[src/rtl/e203_wbck_pkg.sv]
// Shared widths and long-pipe buffer entry layout for the EXU writeback arbiter.
package e203_wbck_pkg;

  localparam int unsigned XLEN        = 32;
  localparam int unsigned RFIDX_WIDTH = 5;

  typedef struct packed {
    logic [RFIDX_WIDTH-1:0] rdidx;
    logic [XLEN-1:0]        wdat;
    logic                   err;
  } lpbuf_entry_t;

  localparam int unsigned LPBUF_ENTRY_W = $bits(lpbuf_entry_t);

endpackage

[src/rtl/e203_wbck_lpfifo.sv]
// Long-pipe writeback buffer: power-of-two FIFO (depth >= 2) whose pointers carry an extra wrap bit.
module e203_wbck_lpfifo #(
  parameter int unsigned DEPTH = 2,
  parameter int unsigned WIDTH = 38
) (
  input  logic             clk,
  input  logic             rst,
  input  logic             push_i,
  input  logic [WIDTH-1:0] push_data_i,
  input  logic             pop_i,
  output logic [WIDTH-1:0] head_c,
  output logic             full_c,
  output logic             empty_c
);

  localparam int unsigned AW = $clog2(DEPTH);
  localparam int unsigned PW = AW + 1;

  logic [PW-1:0]    wptr_q, wptr_d;
  logic [PW-1:0]    rptr_q, rptr_d;
  logic [WIDTH-1:0] mem_q [DEPTH];
  logic             do_push, do_pop;

  assign empty_c = (wptr_q == rptr_q);
  assign full_c  = (wptr_q[AW] != rptr_q[AW]) && (wptr_q[AW-1:0] == rptr_q[AW-1:0]);
  assign head_c  = mem_q[rptr_q[AW-1:0]];

  // A full buffer refuses pushes even when the head pops in the same cycle.
  assign do_push = push_i && !full_c;
  assign do_pop  = pop_i && !empty_c;

  always_comb begin
    wptr_d = wptr_q;
    rptr_d = rptr_q;
    if (do_push) wptr_d = wptr_q + PW'(1);
    if (do_pop)  rptr_d = rptr_q + PW'(1);
  end

  always_ff @(posedge clk) begin
    if (rst) begin
      wptr_q <= '0;
      rptr_q <= '0;
    end else begin
      wptr_q <= wptr_d;
      rptr_q <= rptr_d;
    end
  end

  always_ff @(posedge clk) begin
    if (do_push) mem_q[wptr_q[AW-1:0]] <= push_data_i;
  end

endmodule

[src/rtl/e203_exu_wbck_arb.sv]
// EXU writeback arbiter: buffered long-pipe results win over ALU, with a starvation
// counter that forces an ALU grant; the winner is written to the regfile one cycle later.
module e203_exu_wbck_arb
  import e203_wbck_pkg::*;
#(
  parameter int unsigned LPBUF_DEPTH = 2,
  parameter int unsigned STARVE_MAX  = 4
) (
  input  logic                   clk,
  input  logic                   rst,
  input  logic                   alu_wbck_i_valid,
  output logic                   alu_wbck_i_ready,
  input  logic [XLEN-1:0]        alu_wbck_i_wdat,
  input  logic [RFIDX_WIDTH-1:0] alu_wbck_i_rdidx,
  input  logic                   longp_wbck_i_valid,
  output logic                   longp_wbck_i_ready,
  input  logic [XLEN-1:0]        longp_wbck_i_wdat,
  input  logic [RFIDX_WIDTH-1:0] longp_wbck_i_rdidx,
  input  logic                   longp_wbck_i_err,
  output logic                   wbck_dest_ena,
  output logic [RFIDX_WIDTH-1:0] wbck_dest_idx,
  output logic [XLEN-1:0]        wbck_dest_dat,
  output logic                   longp_pend
);

  localparam int unsigned CNT_W = $clog2(STARVE_MAX + 1);

  lpbuf_entry_t           push_entry, fifo_head;
  logic [LPBUF_ENTRY_W-1:0] fifo_head_raw;
  logic                   fifo_full, fifo_empty;
  logic                   alu_grant_c, fifo_grant_c, starve_force_c;
  logic [CNT_W-1:0]       starve_q, starve_d;
  logic                   dest_ena_q, dest_ena_d;
  logic [RFIDX_WIDTH-1:0] dest_idx_q, dest_idx_d;
  logic [XLEN-1:0]        dest_dat_q, dest_dat_d;
  logic [RFIDX_WIDTH-1:0] win_idx_c;
  logic [XLEN-1:0]        win_dat_c;
  logic                   win_err_c;

  assign push_entry = '{rdidx: longp_wbck_i_rdidx, wdat: longp_wbck_i_wdat, err: longp_wbck_i_err};
  assign fifo_head  = lpbuf_entry_t'(fifo_head_raw);

  e203_wbck_lpfifo #(
    .DEPTH (LPBUF_DEPTH),
    .WIDTH (LPBUF_ENTRY_W)
  ) u_lpfifo (
    .clk         (clk),
    .rst         (rst),
    .push_i      (longp_wbck_i_valid && !rst),
    .push_data_i (push_entry),
    .pop_i       (fifo_grant_c),
    .head_c      (fifo_head_raw),
    .full_c      (fifo_full),
    .empty_c     (fifo_empty)
  );

  // Buffered long-pipe head has priority unless the ALU has waited STARVE_MAX cycles.
  assign starve_force_c = (starve_q == CNT_W'(STARVE_MAX));
  assign alu_grant_c    = !rst && alu_wbck_i_valid && (fifo_empty || starve_force_c);
  assign fifo_grant_c   = !rst && !fifo_empty && !alu_grant_c;

  assign alu_wbck_i_ready   = alu_grant_c;
  assign longp_wbck_i_ready = !rst && !fifo_full;
  assign longp_pend         = !fifo_empty;

  always_comb begin
    starve_d = starve_q;
    if (!alu_wbck_i_valid || alu_grant_c) begin
      starve_d = '0;
    end else if (!starve_force_c) begin
      starve_d = starve_q + CNT_W'(1);
    end
  end

  // Winner selection; a faulted or x0 destination is consumed without a regfile write.
  always_comb begin
    win_idx_c  = alu_grant_c ? alu_wbck_i_rdidx : fifo_head.rdidx;
    win_dat_c  = alu_grant_c ? alu_wbck_i_wdat  : fifo_head.wdat;
    win_err_c  = fifo_grant_c && fifo_head.err;
    dest_ena_d = 1'b0;
    dest_idx_d = dest_idx_q;
    dest_dat_d = dest_dat_q;
    if (alu_grant_c || fifo_grant_c) begin
      dest_ena_d = (win_idx_c != '0) && !win_err_c;
      dest_idx_d = win_idx_c;
      dest_dat_d = win_dat_c;
    end
  end

  always_ff @(posedge clk) begin
    if (rst) begin
      starve_q   <= '0;
      dest_ena_q <= 1'b0;
      dest_idx_q <= '0;
      dest_dat_q <= '0;
    end else begin
      starve_q   <= starve_d;
      dest_ena_q <= dest_ena_d;
      dest_idx_q <= dest_idx_d;
      dest_dat_q <= dest_dat_d;
    end
  end

  assign wbck_dest_ena = dest_ena_q;
  assign wbck_dest_idx = dest_idx_q;
  assign wbck_dest_dat = dest_dat_q;

endmodule
[config.mk]
export PLATFORM = sky130hd
export DESIGN_NAME = e203_exu_wbck_arb
export DESIGN_NICKNAME = d
export VERILOG_FILES = /design/src/rtl/e203_wbck_pkg.sv /design/src/rtl/e203_wbck_lpfifo.sv /design/src/rtl/e203_exu_wbck_arb.sv
export SDC_FILE = /design/constraint.sdc
export NUM_CORES = 1
export LEC_CHECK = 0
export ABC_CLOCK_PERIOD_IN_PS = 3600
export CAP_MARGIN = 25
export CORE_AREA = 8 8 114 116
export CTS_CLUSTER_SIZE = 8
export DETAILED_ROUTE_END_ITERATION = 12
export DIE_AREA = 0 0 122 124
export PLACE_DENSITY = 0.74
export SYNTH_ARGS = -nofsm -noshare
export SYNTH_HDL_FRONTEND = slang
export SYNTH_SLANG_ARGS = --single-unit
[constraint.sdc]
create_clock -name clk -period 3.6 [get_ports clk]
set_clock_uncertainty 0.15 [all_clocks]
set_input_delay 0.54 -clock clk [delete_from_list [all_inputs] [get_ports clk]]
set_output_delay 0.54 -clock clk [all_outputs]
set_load 0.005 [all_outputs]
==> results of run 1 <==
## cell usage after synthesis (all sizes together)
cell type	number	area, sq um
or3	32	200.2
xor2	4	35.03
or4	1	7.510
dfxtp	46	920.9
a211oi	1	7.510
a2111oi	1	15.01
nor3	2	21.27
ha	2	25.02
o211ai	3	22.52
o41ai	1	8.760
and2	1	6.260
a32o	32	320.3
a21oi	3	15.01
mux2i	38	380.4
a31oi	1	12.51
and3	1	6.260
buf	7	42.54
a221o	4	40.04
nand3	2	10.01
a22oi	1	21.27
inv	8	30.03
a21o	1	7.510
nand2b	1	6.260
clkbuf	19	71.32
edfxtp	76	2282
nor2	13	48.80
nand2	2	7.510
o32ai	1	8.760
o21ai	33	165.2
and2b	1	7.510
xnor2	5	58.81
## worst max-delay path, cell delays in order
cell	delay, ns
sky130_fd_sc_hd__clkdlybuf4s50_1	0.52
sky130_fd_sc_hd__and2b_1	0.30
sky130_fd_sc_hd__inv_1	0.07
sky130_fd_sc_hd__nor2_1	0.10
sky130_fd_sc_hd__buf_4	0.15
sky130_fd_sc_hd__clkdlybuf4s50_1	0.51
## flip-flops by register name, indices dropped and copies added (netlist names), named ones only
register         cells
wbck_dest_dat       32
u_lpfifo.rptr_q      2
wbck_dest_ena        1
starve_q             3
u_lpfifo.wptr_q      2
wbck_dest_idx        5
u_lpfifo.mem_q      76
## cells by family (layout without fill, tap and decap cells)
group,count (synthesis),after routing
xor+xnor,9,9
compound gates,82,82
flops,122,122
fa+ha+maj,2,2
simple gates,56,56
mux,38,38
buf+inv,34,169
## power by group through the flow
stage	Combinational [mW]	Clock [mW]	Sequential, mW
final	1.30	1.61	1.88
after global routing	1.43	1.71	1.91
after CTS	1.33	1.64	1.88
after detailed placement	1.32	0	1.91
after global placement	1.31	0	1.89
after floorplan	0.737	0	1.87
## metrics by stage
| stage | hold WS (ns) | area [sq um] | util | std cells | power [mW] |
|---|---|---|---|---|---|
| 6_report | 0.2961 | 6745 | 0.6036 | 621 | 4.791 |
| 4_1_cts | 0.2984 | 6745 | 0.6036 | 621 | 4.848 |
| 3_3_place_gp | 0.2829 | 6180 | 0.5530 | 589 | 3.202 |
| 2_1_floorplan | 0.2673 | 4825 | - | 343 | 2.611 |
| 5_1_grt | 0.3321 | 6745 | 0.6036 | 621 | 5.049 |
| 3_5_place_dp | 0.2915 | 6180 | 0.5530 | 589 | 3.224 |
## cell type report
| cell class | instances | area share |
|---|---|---|
| flip-flops and latches | 122 | 0.4751 |
| multi-input cells | 187 | 0.2206 |
| repair buffers | 129 | 0.1896 |
| clock buffers | 23 | 0.06937 |
| well taps | 143 | 0.02653 |
| clock inverters | 9 | 0.01447 |
| inverters | 8 | 0.004452 |
## final timing paths
check | start | endpoint | slack [ns] | cells past startpoint
max | rst | alu_wbck_i_ready | 0.72 | 6
max reg2reg | u_lpfifo.rptr_q[0] | wbck_dest_idx[3] | 1.11 | 5
min reg2reg | starve_q[0] | starve_q[0] | 0.30 | 1
min | starve_q[0] | starve_q[0] | 0.30 | 1
## routing by layer
metal / global-route usage / up-vias
met4: 0.08327 / 0
met2: 0.2624 / 117
met5: 0 / -
li1: - / 1582
met1: 0.1791 / 1590
met3: 0.05802 / 17
==> qor.txt, run 1 <==
================================================================================
CTS sink cnt ......................................................          122
Maximum number of pins on one net before global-route repair ......           69
Transition time of the tightest slew-check pin ....................    0.8384 ns
GRT overflow ......................................................            0
Outcome ........................................................... complete, no violations
Number of top-level design ports ..................................          120
Startpoint types ..................................................    input pin
Switch Pwr ........................................................     1.337 mW
Final worst setup slack ...........................................    0.7237 ns
Arrival time at the worst endpoint ................................      2.19 ns
Total number of nets in the final design ..........................          546
Detailed-route wire length per cell ............................... 18.49 microns
DIE WIDTH .........................................................  122 microns
Final setup vio count .............................................            0
Final routed wirelength across all metal layers ................... 11480 microns
Number of buffers inserted during clock tree synthesis ............           17
Metal3 WL .........................................................  894 microns
DRC Markers .......................................................            0
Post-synthesis adder-cell area fraction ...........................     0.005200
Length of routed wiring on met1 ................................... 4867 microns
CTS tree ..........................................................         done
Max-cap violations ................................................            0
Critical path class ...............................................       in2out
Synth Area per Inst ...............................................  14.03 sq um
Overall die area ..................................................  15130 sq um
Total standard cell area after synthesis ..........................   4812 sq um
Average via count per standard cell ...............................        5.324
Clock insertion delay at the later pin of the skew report .........      0.41 ns
CP Max Fanout .....................................................            6
H-tree levels .....................................................            4
Post-route setup TNS ..............................................         0 ns
Sequential cell area ..............................................   3204 sq um
Portion of total power attributed to combinational logic ..........        0.272
Area of the multi-input gates .....................................   1488 sq um
Worst setup EP type ...............................................   output pin
Fraction of final layout cells with drive strength greater than 1 .      0.09623
Starting Density ..................................................       0.4306
Sw Ratio ..........................................................       0.2790
Highest clock rate ................................................    347.7 MHz
Sequential-to-total area share from yosys stat ....................       0.6656
First-pass detailed-route iteration total .........................            4
Syn nets ..........................................................          424
Area of the core region ...........................................  11170 sq um
Chip height .......................................................  124 microns
Highest routing layer actually used ...............................         met4
Maximum count of clock buffers along a single path ................            2
Clock-pin transition on the worst setup and hold timing paths .....      0.05 ns
Part of the power in registers ....................................        0.392
Number of hold-repair buffers added at the cts stage ..............            0
Max-slew violations ...............................................            0
Routed length on met2 ............................................. 5523 microns
Final clock period utilization by the worst path ..................       0.7990
Total of buffers placed on input and output ports .................          119
Setup slack after placement .......................................    0.7354 ns
Placer congestion estimate ........................................       0.7722
Warning count from the yosys run ..................................            0
Clock power frac ..................................................        0.336
Count of mapped cells out of synthesis ............................          343
Largest family of logic cells by synthesized area ................. compound AO/OA/AOI/OAI gates
Unrepaired setup endpoints after global routing ...................        false
Antenna Violating Nets Remaining ..................................            0
Worst endpoint required time ......................................      2.91 ns
Number of gates resized after CTS .................................            0
Post-synthesis share of cell area spent on xor and xnor gates .....      0.01950
Worst relative slew slack .........................................       0.4393
Violation count after the first detailed-route iteration ..........          181
Internal power ....................................................     3.454 mW
Half-perimeter wire length after placement ........................ 7732 microns
Initial antenna violation count ...................................            0
Synthesized-area fraction occupied by ao, oa, aoi and oai cells ...       0.1339
Antenna diode count ...............................................            0
Final hold viol count .............................................            0
Most common cell after layout, fill and taps aside ................ sky130_fd_sc_hd__clkdlybuf4s50_1
Synthesized-area fraction occupied by and/or/nand/nor cells .......      0.06682
FP Rows ...........................................................           39
Leading cell types in the layout, fill and taps excluded .......... sky130_fd_sc_hd__clkdlybuf4s50_1 (119), sky130_fd_sc_hd__edfxtp_1 (76), sky130_fd_sc_hd__dfxtp_1 (45), sky130_fd_sc_hd__mux2i_1 (38)
Post-layout min period ............................................     2.876 ns
P&R area growth vs syn ............................................       40.17%
Leakage ...........................................................     2.311 nW
Global-route usage over all layers ................................       0.1594
PwrDens ........................................................... 710.3 nW/um^2
Detailed-route via count ..........................................         3306
Clock root buffer ................................................. sky130_fd_sc_hd__clkbuf_16
Wire length of the first global-routing pass ...................... 18470 microns
Number of filler cells placed in the layout .......................          905
Max IR drop VDD ...................................................    0.3811 mV
Worst min-delay path class ........................................      reg2reg
Yosys cell types ..................................................           35
Proportion of synthesized area in mux cells .......................      0.07904
Buffers inserted by post-CTS timing repair ........................            0
Number of global-route vias before repair .........................         3565
#FFs+latches synth ................................................          122
================================================================================
(Power assumes the default switching activity.)
==> run 2: changes to the inputs <==
--- a/config.mk
+++ b/config.mk
@@ -5,7 +5,7 @@
 export SDC_FILE = /design/constraint.sdc
 export NUM_CORES = 1
 export LEC_CHECK = 0
-export ABC_CLOCK_PERIOD_IN_PS = 3600
+export ABC_CLOCK_PERIOD_IN_PS = 2500
 export CAP_MARGIN = 25
 export CORE_AREA = 8 8 114 116
 export CTS_CLUSTER_SIZE = 8
==> constraint.sdc (replaced) <==
create_clock -name clk -period 2.5 [get_ports clk]
set_clock_uncertainty 0.15 [all_clocks]
set_input_delay 0.375 -clock clk [delete_from_list [all_inputs] [get_ports clk]]
set_output_delay 0.375 -clock clk [all_outputs]
set_load 0.005 [all_outputs]
==> qor.txt, run 2 (synthesis gave the netlist of run 1 again) <==
================================================================================
Cell area reported after detailed placement .......................   6262 sq um
Leading cell types in the layout, fill and taps excluded .......... sky130_fd_sc_hd__clkdlybuf4s50_1 (119), sky130_fd_sc_hd__edfxtp_1 (76), sky130_fd_sc_hd__dfxtp_1 (41), sky130_fd_sc_hd__mux2i_1 (38)
Biggest cell delay along the critical path ........................      0.52 ns
Total of buffers placed on input and output ports .................          119
First-pass detailed-route iteration total .........................            4
Worst endpoint required time ......................................      1.98 ns
Worst relative slew slack .........................................       0.6721
Global-route usage over all layers ................................       0.1628
Total Power .......................................................     7.220 mW
Half-perimeter wire length after placement ........................ 8095 microns
Final routed wirelength across all metal layers ................... 11820 microns
Starting Density ..................................................       0.4306
Most common cell after layout, fill and taps aside ................ sky130_fd_sc_hd__clkdlybuf4s50_1
CP Max Fanout .....................................................            5
P&R area growth vs syn ............................................       43.37%
Wire length of the first global-routing pass ...................... 19010 microns
Area of all placed cells without fillers ..........................   6899 sq um
Total number of nets in the final design ..........................          554
Final setup vio count .............................................            0
Number of top-level design ports ..................................          120
Maximum number of pins on one net before global-route repair ......           38
Worst min-delay path class ........................................      reg2reg
Fraction of final layout cells with drive strength greater than 1 .       0.1216
Transition time of the tightest slew-check pin ....................    0.4897 ns
Number of buffers inserted during clock tree synthesis ............           17
Detailed-route wire length per cell ............................... 18.82 microns
H-tree levels .....................................................            4
CTS tree ..........................................................         done
Largest register FFs ..............................................           76
Leakage ...........................................................     2.377 nW
Unrepaired setup endpoints after global routing ...................        false
Clock-pin transition on the worst setup and hold timing paths .....      0.05 ns
Worst setup EP type ...............................................   output pin
GRT overflow ......................................................            0
Setup slack after placement .......................................    0.1985 ns
Chip height .......................................................  124 microns
Critical path class ...............................................      reg2out
Antenna diode count ...............................................            0
Max-slew violations ...............................................            0
Max IR drop VDD ...................................................    0.4701 mV
Maximum count of clock buffers along a single path ................            2
Final hold slack ..................................................    0.3005 ns
CTS sink cnt ......................................................          122
Area of the multi-input gates .....................................   1518 sq um
Arrival time at the worst endpoint ................................      1.82 ns
Number of global-route vias before repair .........................         3625
Cells traversed along the worst timing path ....................... xnor2_4, a22oi_4, nor2_1, clkdlybuf4s50_1
Clock root buffer ................................................. sky130_fd_sc_hd__clkbuf_16
Number of filler cells placed in the layout .......................          883
Max-cap violations ................................................            0
Detailed-route via count ..........................................         3343
PwrDens ........................................................... 1047 nW/um^2
Final clock period utilization by the worst path ..................       0.9394
Violation count after the first detailed-route iteration ..........          196
Number of hold-repair buffers added at the cts stage ..............            0
Area of the core region ...........................................  11170 sq um
Post-layout min period ............................................     2.348 ns
Crit-path slowest cell ............................................ sky130_fd_sc_hd__clkdlybuf4s50_1
Startpoint types ..................................................     register
DIE WIDTH .........................................................  122 microns
Antenna Violating Nets Remaining ..................................            0
Final worst setup slack ...........................................    0.1515 ns
Average via count per standard cell ...............................        5.323
Initial antenna violation count ...................................            0
Highest clock rate ................................................    425.8 MHz
Final hold viol count .............................................            0
FP Rows ...........................................................           39
DRC Markers .......................................................            0
Overall die area ..................................................  15130 sq um
Clock insertion delay at the later pin of the skew report .........      0.39 ns
Buffers inserted by post-CTS timing repair ........................            0
Outcome ........................................................... complete, no violations
Sequential cell area ..............................................   3209 sq um
Placer congestion estimate ........................................       0.7637
================================================================================
run 2: worst paths after layout:
kind	startpoint	endpoint	slack, ns	depth (start not counted)
setup / recovery	u_lpfifo.rptr_q[0]	alu_wbck_i_ready	0.15	4
hold / removal	starve_q[0]	starve_q[0]	0.30	1
setup reg to reg	u_lpfifo.rptr_q[0]	wbck_dest_dat[28]	0.57	5
hold reg to reg	starve_q[0]	starve_q[0]	0.30	1
run 2: layout make-up:
type,instances,area share
Clock inverter,9,0.02140
Timing Repair Buffer,137,0.1959
Multi-Input combinational cell,187,0.2200
Clock buffer,22,0.06728
Sequential cell,122,0.4652
Tap cell,143,0.02593
Inverter,8,0.004353
run 2: per-layer routing:
layer | share of wire | global-route usage | up-vias
met5 | 0 | 0 | -
met1 | 0.42 | 0.1799 | 1639
li1 | - | - | 1592
met2 | 0.51 | 0.2870 | 103
met4 | 0.010 | 0.05860 | 0
met3 | 0.056 | 0.05440 | 9
run 2: critical path, delay by kind of cell (launching register included):
family          cells  cell delay [ns]
buf+inv             1             0.52
flops               1             0.38
xor+xnor            1             0.29
simple gates        1             0.15
compound gates      1             0.09
run 2: repair_timing:
item / CTS / global route
endpoints found under the hold margin: 0 / 0
gates resized for setup: 0 / 4
setup endpoints to repair: 0 / 2
run 2: report_power, final:
part           internal [mW]  leakage [nW]  switching, mW
Sequential              2.49          1.08          0.222
Combinational           1.04         0.998          0.928
Clock                   1.71         0.300          0.826
run 2: per-stage QoR:
step,cells,util,setup TNS (ns)
floorplan,343,-,-4.013
global placement,597,0.5604,0
detailed placement,597,0.5604,0
CTS,628,0.6152,0
global route,628,0.6174,0
finish,628,0.6174,0
